===== src/rtl/cr_cdc_pkg.sv =====
// Shared types and defaults for the toggle-handshake CDC sender.
// State encoding plus default payload, timeout and counter sizes.
package cr_cdc_pkg;

  localparam int DEF_WIDTH   = 32;
  localparam int DEF_TIMEOUT = 1023;
  localparam int DEF_CNT_W   = 16;

  typedef enum logic {
    IDLE     = 1'b0,
    WAIT_ACK = 1'b1
  } state_t;

endpackage


===== src/rtl/cr_dual_rank_synchronizer.sv =====
// Two-flop synchronizer for signals crossing into the clk domain.
// Both ranks reset to RESET_VAL so the output is defined after reset.
module cr_dual_rank_synchronizer #(
  parameter int               WIDTH     = 1,
  parameter logic [WIDTH-1:0] RESET_VAL = '0
) (
  input  logic             clk,
  input  logic             rst_n,
  input  logic [WIDTH-1:0] d,
  output logic [WIDTH-1:0] q
);

  logic [WIDTH-1:0] meta;

  // First rank may go metastable; second rank gives it a cycle to settle.
  always_ff @(posedge clk or negedge rst_n) begin
    if (!rst_n) begin
      meta <= RESET_VAL;
      q    <= RESET_VAL;
    end else begin
      meta <= d;
      q    <= meta;
    end
  end

endmodule


===== src/rtl/cr_cdc_toggle_tx.sv =====
// Toggle-handshake sender: holds one payload per request toggle
// until the synchronized ack toggle matches, with error tracking.
module cr_cdc_toggle_tx
  import cr_cdc_pkg::*;
#(
  parameter int WIDTH   = DEF_WIDTH,
  parameter int TIMEOUT = DEF_TIMEOUT,
  parameter int CNT_W   = DEF_CNT_W
) (
  input  logic             clk,
  input  logic             rst_n,
  input  logic             in_vld,
  output logic             in_rdy,
  input  logic [WIDTH-1:0] in_data,
  output logic             req_tgl,
  output logic [WIDTH-1:0] req_data,
  input  logic             ack_tgl,
  output logic             busy,
  output logic             timeout_err,
  output logic             proto_err,
  input  logic             clr_err,
  output logic [CNT_W-1:0] xfer_cnt
);

  localparam int WC_W =
    (TIMEOUT < 1) ? 1 : $clog2(TIMEOUT + 1);
  localparam logic [WC_W-1:0] WC_MAX =
    WC_W'(TIMEOUT);

  state_t          state;
  logic            ack_sync;
  logic [WC_W-1:0] wait_cnt;
  logic [WC_W-1:0] wait_nxt;
  logic            accept;
  logic            done;
  logic            to_set;
  logic            pe_set;

  cr_dual_rank_synchronizer #(
    .WIDTH     (1),
    .RESET_VAL (1'b0)
  ) u_ack_sync (
    .clk   (clk),
    .rst_n (rst_n),
    .d     (ack_tgl),
    .q     (ack_sync)
  );

  assign in_rdy = (state == IDLE);
  assign busy   = (state == WAIT_ACK);
  assign accept = in_vld && in_rdy;
  assign done   = busy && (ack_sync == req_tgl);

  assign wait_nxt = (wait_cnt == WC_MAX)
                  ? wait_cnt
                  : wait_cnt + 1'b1;

  // Timeout fires on the edge where the wait count lands on TIMEOUT.
  assign to_set = busy && (wait_nxt == WC_MAX);
  // An ack edge with nothing outstanding is a protocol violation.
  assign pe_set = in_rdy && (ack_sync != req_tgl);

  // Handshake FSM: launch on accept, retire when ack matches.
  always_ff @(posedge clk or negedge rst_n) begin
    if (!rst_n) begin
      state    <= IDLE;
      req_tgl  <= 1'b0;
      req_data <= '0;
      wait_cnt <= '0;
      xfer_cnt <= '0;
    end else begin
      unique case (state)
        IDLE: begin
          if (accept) begin
            req_data <= in_data;
            req_tgl  <= ~req_tgl;
            wait_cnt <= '0;
            state    <= WAIT_ACK;
          end
        end
        WAIT_ACK: begin
          wait_cnt <= wait_nxt;
          if (done) begin
            state    <= IDLE;
            xfer_cnt <= xfer_cnt + 1'b1;
          end
        end
      endcase
    end
  end

  // Sticky errors; a new set condition beats a same-cycle clear.
  always_ff @(posedge clk or negedge rst_n) begin
    if (!rst_n) begin
      timeout_err <= 1'b0;
      proto_err   <= 1'b0;
    end else begin
      timeout_err <= to_set | (timeout_err & ~clr_err);
      proto_err   <= pe_set | (proto_err & ~clr_err);
    end
  end

endmodule

===== config.mk =====
export PLATFORM = sky130hd
export DESIGN_NAME = cr_cdc_toggle_tx
export DESIGN_NICKNAME = d
export VERILOG_FILES = /design/src/rtl/cr_cdc_pkg.sv /design/src/rtl/cr_dual_rank_synchronizer.sv /design/src/rtl/cr_cdc_toggle_tx.sv
export SDC_FILE = /design/constraint.sdc
export NUM_CORES = 1
export LEC_CHECK = 0
export ABC_AREA = 1
export BUFFER_PORTS_ARGS = -buffer_cell sky130_fd_sc_hd__buf_2
export CAP_MARGIN = 20
export CORE_MARGIN = 1
export CORE_UTILIZATION = 55
export CTS_BUF_LIST = sky130_fd_sc_hd__clkbuf_8
export CTS_CLUSTER_DIAMETER = 100
export DETAILED_ROUTE_END_ITERATION = 16
export PLACE_DENSITY_LB_ADDON = 0.15
export SETUP_SLACK_MARGIN = 0.2
export SYNTH_ARGS = -nofsm -noshare
export SYNTH_HDL_FRONTEND = slang
export SYNTH_SLANG_ARGS = --single-unit

===== constraint.sdc =====
create_clock -name clk -period 4.15 [get_ports clk]
set_input_delay 0.2075 -clock clk [delete_from_list [all_inputs] [get_ports clk]]
set_output_delay 0.2075 -clock clk [all_outputs]
set_load 0.05 [all_outputs]

== Word level (Yosys, flattened, before mapping) ==
Cells that the tools add are included.

* Register bits after elaboration: 64
* Input port bits: 37
* Output and inout port bits: 53
* Word-level logic and storage cells: 35

* Add/subtract/negate cells: 2
* Equal/unequal tests: 5
* Muxes and demuxes: 6
* Bitwise logic cells: 7
* Reductions and logical operators: 6

{| class="wikitable"
|+ Operators with widths
! cell !! count
|-
| 10-bit == test (second input constant) || 2
|-
| 10-bit two-way mux || 2
|-
| 10-bit case mux with 2 select lines || 1
|-
| 16-bit by 1-bit adder with 16-bit output (second input constant) || 1
|-
| 10-bit by 1-bit adder with 10-bit output (second input constant) || 1
|-
| 1-bit logical AND || 4
|-
| 2-bit AND reduction || 2
|-
| 1-bit NOT || 3
|-
| 1-bit bitwise AND || 2
|-
| 1-bit two-way mux || 2
|-
| 2-bit by 1-bit inequality test with 1-bit output (second input constant) || 1
|-
| 1-bit bitwise OR || 2
|-
| 1-bit case mux with 2 select lines || 1
|-
| 1-bit == test || 1
|-
| 1-bit inequality test || 1
|}

== Longest topological paths before layout ==
Gate-level depths: netlist (run 1).

* Depth after elaboration: 5
* Gate-level depth with buffers: 11
* Gate-level depth less buffers: 11

== Modules after synthesis ==
Synthesis (run 1) repeated with hierarchy kept, for this count alone.

* Cells, all modules: 272
* Area total of the unflattened synthesis: 2899.0 um^2

{| class="wikitable"
|+ By module, submodules not included
! module !! instances !! cells each !! area an instance (um^2) !! sequential area each (um^2)
|-
| cr_cdc_toggle_tx || 1 || 270 || 2849.0 || 1551.5
|-
| cr_dual_rank_synchronizer || 1 || 2 || 50.0 || 50.0
|}

== Least setup slack after synthesis (run 1) ==
OpenSTA, ideal clock, no wires.

* Kind: register to register
* From: register state, in the netlist busy
* To: register req_data[22]
* Library setup time: 0.125 ns
* Data arrival time: 1.889 ns
* Required time: 4.025 ns
* Path slack: 2.136 ns
* Cell stages (with the launch flop): 5
* Path buffers: 1
* Period minus slack after synthesis: 2.014 ns
* Cells stage by stage: dfrtp_1 inv_1 nand2_1 buf_2 mux2_2

* Cells in the longest elaborated chain, start to end: 3

{| class="wikitable"
|+ Ends and longest elaborated chain
! what !! RTL line !! text
|-
| from (decl) || cr_cdc_toggle_tx.sv:30 || <nowiki>state_t state;</nowiki>
|-
| from (signal assigned) || cr_cdc_toggle_tx.sv:66 || <nowiki>state <= IDLE;</nowiki>
|-
| from (signal assigned) || cr_cdc_toggle_tx.sv:78 || <nowiki>state <= WAIT_ACK;</nowiki>
|-
| from (signal assigned) || cr_cdc_toggle_tx.sv:84 || <nowiki>state <= IDLE;</nowiki>
|-
| 1-bit NOT (*) || - ||
|-
| named net in_rdy || cr_cdc_toggle_tx.sv:13 || <nowiki>output logic in_rdy,</nowiki>
|-
| 1-bit logical AND || cr_cdc_toggle_tx.sv:51 || <nowiki>assign accept = in_vld && in_rdy;</nowiki>
|-
| 2-bit AND reduction (no line) (*) || - ||
|-
| to (signal assigned) || cr_cdc_toggle_tx.sv:75 || <nowiki>req_data <= in_data;</nowiki>
|-
| to (decl) || cr_cdc_toggle_tx.sv:16 || <nowiki>output logic [WIDTH-1:0] req_data,</nowiki>
|}

Mark *: on every way through the listed nets, which the timed path passes. The rest lies on a longest branch.
A chain may end at the register's enable or synchronous reset.

== Final worst setup path (run 1) ==
* From: register state, in the netlist busy
* To: register req_data[16]

* Cells in the longest elaborated chain, start to end: 3

{| class="wikitable"
|+ Ends and longest elaborated chain
! what !! RTL line
|-
| 1-bit NOT (*) || -
|-
| 1-bit logical AND || cr_cdc_toggle_tx.sv:51
|-
| 2-bit AND reduction (no line) (*) || -
|}

Mark *: on every way between the ends. The rest lies on a longest branch, timed or not.

==> impl_metrics.ini, run 1 <==
[clock_tree]
cts_tree = yes
ctsHoldBuffers = 1
clk_latency_ps = 340
cts.repair.resized = 0
cts_buffer_depth = 2
post_cts.repair.setup_buffers = 0
clk_pin_slew_ps = 70
cts_made_buffers = 9
cts_root_buf = clkbuf_8
h-tree-depth = 3
clock-sinks = 64

[grt]
grt_max_degree = 65
gr-total-overflow = 0
grt_pass1_vias = 2154
grt_pass1_wl_mm = 9.38
antenna_found_initial = 0
grtUsageTotal_pct = 23.1

[pwr]
power_density_nw_per_um2 = 811
total_power_mw = 2.95
peakVddDrop_v = 0.000559
p_seq_share_pct = 33.8
clkPwrFrac_pct = 17.9
p_leak_nw = 1.81
p_int_mw = 1.53
p_comb_share_pct = 48.3
switchingPower_mw = 1.42
p_sw_share_pct = 48.2

[layout]
drive_above_1_share_pct = 41.7
syn_to_final_growth_pct = 25.2
diodes = 0
fin_util_pct = 71.1
layout.nets = 410

[floorplan]
row_count = 26
die-area_sq_um = 5570
ioPinCount = 90
die_h_microns = 74.6
core_area_sq_um = 5110
start_util_pct = 56.8
die-width_microns = 74.6

[synth]
syn_nets = 311
yosysWarnings = 0
synth_edf_count = 0
synth_top_area_cell = dfrtp_1
ys_seq_area_share_pct = 55.2
yosysMostFrequentCell = dfrtp_1
mappedNetlistArea_sq_um = 2900
yosysUniqueCellTypes = 27
yosysTopAreaCellShare_pct = 55.2
synthArstFlopShare_pct = 100
synth_area_leaders = dfrtp_1, mux2_2, nand2_1, inv_1, xor2_1
syn_area_per_cell_sq_um = 10.7
ys_ff_latch = 64
postSynthCellCount = 272
synthFlopType = dfrtp_1
synth_commonest_cells = dfrtp_1, nand2_1, mux2_2

[critical_path]
cp_max_fo = 25
slowest_delay_ps = 770
worst_setup_path_end_kind = flip-flop
critical_path_class = flip-flop to flip-flop
arrival_ps = 2560
critPathLaunchType = flip-flop
critPathBufInv = 2
crit_slowest_cell = nand2_1
crit_chain = inv_1 -> nand2_1 -> buf_4 -> mux2_2
critPathRequiredTime_ps = 4370
cp_top_family = simple AND/OR/NAND/NOR gates

[run]
maxCapViolCount = 0

[sta]
finClkSkew_ps = 10.9
maxClockFrequency_ghz = 0.427
finalSetupViolCount = 0
finalHoldViolations = 0
hold_ws_ps = 19.1
worst_pin_slew_ps = 991
period_minus_slack_ps = 2340
rsz0062_at_grt = false
drv_slew = 0
setup_tns_ps = 0
fin_crit_sh_pct = 56.4
slew_headroom_pct = 33.8

[placement]
io_buffers = 89
place_congestion = 0.886
hpwl_mm = 4.17

[drt]
routed_wirelength_mm = 5.82
vias = 2223
drtPass1Iterations = 4
wl_per_cell_microns = 13.1
final_antenna_net_count = 0
route.detailed.drc = 0
drt_iter0_markers = 140
via_per_inst = 5.01

[outcome]
status = complete, no violations

[worst_hold_path]
hold_path.class = input port to async pin
## layout by cell type (no fill, tap or decap), drive strengths merged, types with 9 or more instances in the layout
cell type / instances
clkbuf: 11
xor2: 9
inv: 28
buf: 91
dfrtp: 64
nand3: 12
nor2: 20
nand2: 58
o21ai: 14
mux2: 32
## area by class of cell
class	instances	area (sq um)
clock buffer	11	151
clock inverter	3	42.5
fill	414	1480
inverter	28	105
multi-input combinational	176	1170
sequential	64	1600
tap	70	87.6
timing repair buffer	92	470
## per-layer routing
layer | vias to the layer above | part of all wire (%) | GRT usage (%)
li1 | 1085 | - | -
met1 | 1055 | 43 | 28.3
met2 | 73 | 48 | 36.7
met3 | 10 | 6.6 | 6.91
met4 | 0 | 1.7 | 12.4
met5 | - | 0 | 0
## state kept, by name, summed over array words and instances (netlist names)
register / cells
busy: 1
wait_cnt: 10
timeout_err: 1
req_data: 32
u_ack_sync.meta: 1
proto_err: 1
req_tgl: 1
u_ack_sync.q: 1
xfer_cnt: 16
## final timing paths
check	from	to	slack, ps	cells past startpoint
setup / recovery	busy	req_data[16]	1810	4
hold / removal	rst_n	wait_cnt[5]	20	2
setup reg to reg	busy	req_data[16]	1810	4
hold reg to reg	u_ack_sync.meta	u_ack_sync.q	360	0
max in group asynchronous	rst_n	req_data[28]	3580	2
min in group clk	in_data[23]	req_data[23]	90	2
## power by group through the flow
stage                     sequential, mW  clock, mW  combinational (mW)
after floorplan                     1.69          0               0.411
after global placement             0.998          0                1.41
after detailed placement            1.00          0                1.43
after CTS                          0.996      0.542                1.43
after global routing                1.03      0.566                1.51
final                              0.997      0.528                1.42
## metrics by stage
| stage | cell area (sq um) | worst slack (ps) | cells |
|---|---|---|---|
| CTS | 3630 | 1770 | 444 |
| finish | 3630 | 1810 | 444 |
| floorplan | 2900 | 2140 | 272 |
| global placement | 3430 | 1860 | 429 |
| global route | 3630 | 1580 | 444 |
| detailed placement | 3430 | 1780 | 429 |
## kinds of logic (layout without fill, tap and decap cells)
family | after synthesis | count (layout) | share of synthesized area (%)
xor+xnor | 16 | 16 | 5.09
fa+ha+maj | 2 | 2 | 0.863
compound gates | 20 | 20 | 4.10
buf+inv | 32 | 134 | 4.32
mux | 32 | 32 | 12.4
flops | 64 | 64 | 55.2
simple gates | 106 | 106 | 18.0
Note: power is estimated with default switching activity, not from simulation.
==> run 2, diff against run 1 <==
CORE_UTILIZATION = 53   (was 55)
clock period = 2.4 ns   (was 4.15 ns; I/O delays follow)
==> run 2 against run 1 <==
  * Global-route usage grew 2.2 points
  * Clock power rose by 99%
  * Register-to-register slack lost 1200 ps
  * Die area up 3.7%
  * Combinational power rose by 76%
  * Non-clock buffer count increased by 19
  * Sequential share of layout area fell by 2.6 points
  * Critical path depth stayed put
  * Hold slack got worse by 7.1 ps
  * Power up 80%
  * Cell area increased by 6.2%
  * Largest power group unchanged
  * Highest routed layer unchanged
==> impl_metrics.ini, run 2 (synthesized netlist as in run 1, its figures left out) <==
[critical_path]
slowest_delay_ps = 600
crit_slowest_cell = dfrtp_1
cp_top_family = flip-flops
arrival_ps = 2010
cp_max_fo = 33
critical_path_class = flip-flop to flip-flop
critPathBufInv = 2
critPathLaunchType = flip-flop
worst_setup_path_end_kind = flip-flop
crit_chain = inv_1 -> nand2_1 -> buf_4 -> mux2_2
critPathRequiredTime_ps = 2630

[floorplan]
die_h_microns = 76.0
start_util_pct = 56.0
row_count = 26
die-width_microns = 76.0
core_area_sq_um = 5170
die-area_sq_um = 5770
ioPinCount = 90

[placement]
hpwl_mm = 4.37
io_buffers = 89
place_congestion = 0.884
dp_cells = 430
dp_slack_ps = 616

[layout]
syn_to_final_growth_pct = 33.0
final_cell_mix = buf_2, dfrtp_1, nand2_1
final_cells = 465
top_register = req_data
final_common_cell = buf_2
largestRegisters = req_data: 32 flops, xfer_cnt: 16 flops, wait_cnt: 10 flops
largest_reg_flops = 32
diodes = 0
layout.nets = 429
fin_util_pct = 74.5
drive_above_1_share_pct = 40.3

[sta]
maxClockFrequency_ghz = 0.563
finalHoldViolations = 0
setup_tns_ps = 0
fin_crit_sh_pct = 74.0
finClkSkew_ps = 12.7
slew_headroom_pct = 69.4
worst_slack_ps = 625
rsz0062_at_grt = false
worst_pin_slew_ps = 459
finalSetupViolCount = 0
period_minus_slack_ps = 1780
drv_slew = 0

[run]
maxCapViolCount = 0

[drt]
routed_wirelength_mm = 6.64
final_antenna_net_count = 0
drt_iter0_markers = 100
drtPass1Iterations = 4
via_per_inst = 5.05
vias = 2347
wl_per_cell_microns = 14.3
route.detailed.drc = 0

[pwr]
p_int_mw = 2.75
p_leak_nw = 1.90
switchingPower_mw = 2.54
p_seq_share_pct = 32.9
p_comb_share_pct = 47.3
power_density_nw_per_um2 = 1370
clkPwrFrac_pct = 19.8
peakVddDrop_v = 0.00122
p_sw_share_pct = 48.0
total_power_mw = 5.29

[clock_tree]
cts_root_buf = clkbuf_8
cts_buffer_depth = 2
clk_pin_slew_ps = 80
clock-sinks = 64
cts_tree = yes
cts_made_buffers = 9
clk_latency_ps = 340
post_cts.repair.setup_buffers = 0
h-tree-depth = 3
cts.repair.resized = 0

[grt]
grt_pass1_vias = 2483
gr-total-overflow = 0
grtUsageTotal_pct = 25.3
antenna_found_initial = 0
grt_max_degree = 34
grt_pass1_wl_mm = 11.3

[worst_hold_path]
hold_path.class = input port to flip-flop

[outcome]
status = complete, no violations
==> run 2: changes by cell type in the layout (fill, tap and decap cells not counted), sizes merged <==
| cell | delta |
|---|---|
| buf | +1 |
| bufinv | +1 |
| clkinv | +1 |
| dlygate4sd3 | +18 |
| clkinvlp | +1 |
| clkbuf | -1 |
==> run 2: final timing paths <==
kind                                       from      endpoint  slack [ps]  depth (start not counted)
worst max-delay path                       busy   req_data[0]         620                          4
worst min-delay path                in_data[11]  req_data[11]          10                          2
worst max register to register             busy   req_data[0]         620                          4
worst min register to register  u_ack_sync.meta  u_ack_sync.q         350                          0
max in group asynchronous                 rst_n   req_data[9]        1380                          3
min in group asynchronous                 rst_n   xfer_cnt[0]         250                          2
==> run 2: area by class of cell <==
class,count,area [sq um]
Timing Repair Buffer,111,658
Fill cell,361,1320
Tap cell,70,87.6
Inverter,28,105
Sequential cell,64,1600
Clock buffer,10,138
Clock inverter,6,92.6
Multi-Input combinational cell,176,1170
==> run 2: power groups by stage <==
stage | combinational, mW | sequential (mW) | clock, mW
2_1_floorplan | 0.711 | 2.92 | 0
3_3_place_gp | 2.43 | 1.73 | 0
3_5_place_dp | 2.47 | 1.74 | 0
4_1_cts | 2.50 | 1.73 | 1.07
5_1_grt | 2.63 | 1.80 | 1.11
6_report | 2.50 | 1.74 | 1.05
==> run 2: timing repair <==
action,4_1_cts,5_1_grt
hold endpoints to repair,35,0
endpoints found under the setup margin,0,0
hold buffers,19,0
==> run 2: layer usage <==
| metal | wire [microns] | global-route usage [%] | vias to the layer above |
|---|---|---|---|
| met3 | 367 | 6.02 | 12 |
| li1 | - | - | 1138 |
| met1 | 2720 | 29.7 | 1122 |
| met2 | 3410 | 44.1 | 75 |
| met5 | 0 | 0 | - |
| met4 | 140 | 11.2 | 0 |
==> run 2: per-stage QoR <==
step	cell area [sq um]	hold WS, ps
after floorplan	2900	-176
after global placement	3430	94.2
after detailed placement	3430	104
after CTS	3850	0.860
after global routing	3850	10.6
final	3850	12.0
==> run 3, diff against run 2 <==
CORE_UTILIZATION = 48   (was 53)
clock period = 1.5 ns   (was 2.4 ns; I/O delays follow)
==> run 3 against run 2 <==
  * Non-clock buffer count up 42
  * Core utilization increased by 3.8 points
  * Cell area increased by 15%
  * Via count up 7.7%
  * Critical endpoint is now timeout_err
  * Largest power group unchanged
==> impl_metrics.ini, run 3 (synthesized netlist as in run 1, its figures left out) <==
[layout]
layout.nets = 474
largest_reg_flops = 32
final_cells = 512
final_area_sq_um = 4440
fin_util_pct = 78.3
largestRegisters = req_data: 32 flops, xfer_cnt: 16 flops, wait_cnt: 10 flops
diodes = 0
final_cell_mix = buf_2, nand2_1, dfrtp_1
top_register = req_data
final_common_cell = buf_2
fillCellCount = 372
syn_to_final_growth_pct = 53.3
drive_above_1_share_pct = 51.1

[pwr]
peakVddDrop_v = 0.00155
switchingPower_mw = 4.40
total_power_mw = 8.89
clkPwrFrac_pct = 14.1
p_int_mw = 4.49
p_leak_nw = 2.17
p_sw_share_pct = 49.5
p_comb_share_pct = 54.7
power_density_nw_per_um2 = 2000
p_seq_share_pct = 31.2

[clock_tree]
clk_pin_slew_ps = 70
cts_tree = yes
cts_made_buffers = 9
cts_buffer_depth = 2
h-tree-depth = 3
cts_root_buf = clkbuf_8
clock-sinks = 64
clk_latency_ps = 340

[floorplan]
die-width_microns = 79.7
die_h_microns = 79.7
ioPinCount = 90
core_area_sq_um = 5680
start_util_pct = 51.1
die-area_sq_um = 6350
row_count = 27

[sta]
finalSetupViolCount = 0
worst_pin_slew_ps = 533
finalHoldViolations = 0
worst_slack_ps = 29.0
rsz0062_at_grt = true
setup_tns_ps = 0
slew_headroom_pct = 64.4
fin_crit_sh_pct = 98.1
hold_ws_ps = 245
maxClockFrequency_ghz = 0.680
period_minus_slack_ps = 1470
drv_slew = 0
finClkSkew_ps = 11.8

[grt]
grt_pass1_wl_mm = 11.8
grt_pass1_vias = 2596
grtUsageTotal_pct = 24.8
grt_max_degree = 25
antenna_found_initial = 0
gr-total-overflow = 0

[critical_path]
critical_path_class = flip-flop to flip-flop
arrival_ps = 1700
cp_max_fo = 8
worst_setup_path_end_kind = flip-flop
critPathRequiredTime_ps = 1730
critPathLaunchType = flip-flop

[drt]
routed_wirelength_mm = 7.45
drtPass1Iterations = 4
wl_per_cell_microns = 14.5
final_antenna_net_count = 0
route.detailed.drc = 0
drt_iter0_markers = 90
vias = 2527
via_per_inst = 4.94

[placement]
place_congestion = 0.805
dp_cells = 438
dpl_cell_area_sq_um = 3560
dp_slack_ps = 33.7
io_buffers = 89
hpwl_mm = 4.45

[worst_hold_path]
hold_path.class = input port to async pin

[outcome]
status = complete, no violations

[run]
maxCapViolCount = 0
-- run 3: layout make-up --
cell class | instances | area, sq um | area share, %
tap | 72 | 90.1 | 2.03
timing repair buffer | 153 | 1060 | 23.9
multi-input combinational | 179 | 1400 | 31.4
clock inverter | 7 | 40.0 | 0.901
clock buffer | 9 | 124 | 2.79
sequential | 64 | 1620 | 36.5
inverter | 28 | 109 | 2.45
-- run 3: worst paths after layout --
check | slack (ps) | to | startpoint | cells after the start
min in group clk | 310 | req_data[11] | in_vld | 3
setup reg to reg | 30 | timeout_err | wait_cnt[0] | 10
setup / recovery | 30 | timeout_err | wait_cnt[0] | 10
hold / removal | 250 | wait_cnt[5] | rst_n | 2
hold reg to reg | 370 | u_ack_sync.q | u_ack_sync.meta | 0
max in group asynchronous | 730 | req_tgl | rst_n | 3
-- run 3: routing by layer --
layer | global-route usage [%] | routed length (microns) | vias up | share of wire (%)
li1 | - | - | 1225 | -
met1 | 29.0 | 3090 | 1214 | 42
met2 | 43.2 | 3810 | 77 | 51
met3 | 6.86 | 429 | 11 | 5.8
met4 | 9.27 | 112 | 0 | 1.5
met5 | 0 | 0 | - | 0
-- run 3: timing repair --
item / 4_1_cts / 5_1_grt
resized for setup: 9 / 29
cloned: 1 / 2
pin swaps: 6 / 13
buffers inserted: 11 / 9
setup endpoints to repair: 51 / 35
hold buffers: 35 / 0
endpoints found under the hold margin: 52 / 0
-- run 3: critical path: stages (launching register included) --
cell and delay, ps:
dfrtp_1 410, ha_4 170, nand2_4 70, nor2_4 170
nand3_4 160, nand2_1 90, nand2_1 70, nand2_1 70
nor2_1 40, nand3_1 70, nand2_1 50
-- run 3: power groups by stage --
stage               logic, mW  clock network (mW)  registers [mW]
global placement         4.12                   0            2.75
finish                   4.86                1.25            2.77
global route             5.11                1.35            2.84
CTS                      4.59                1.27            2.74
floorplan                1.23                   0            4.70
detailed placement       4.17                   0            2.78
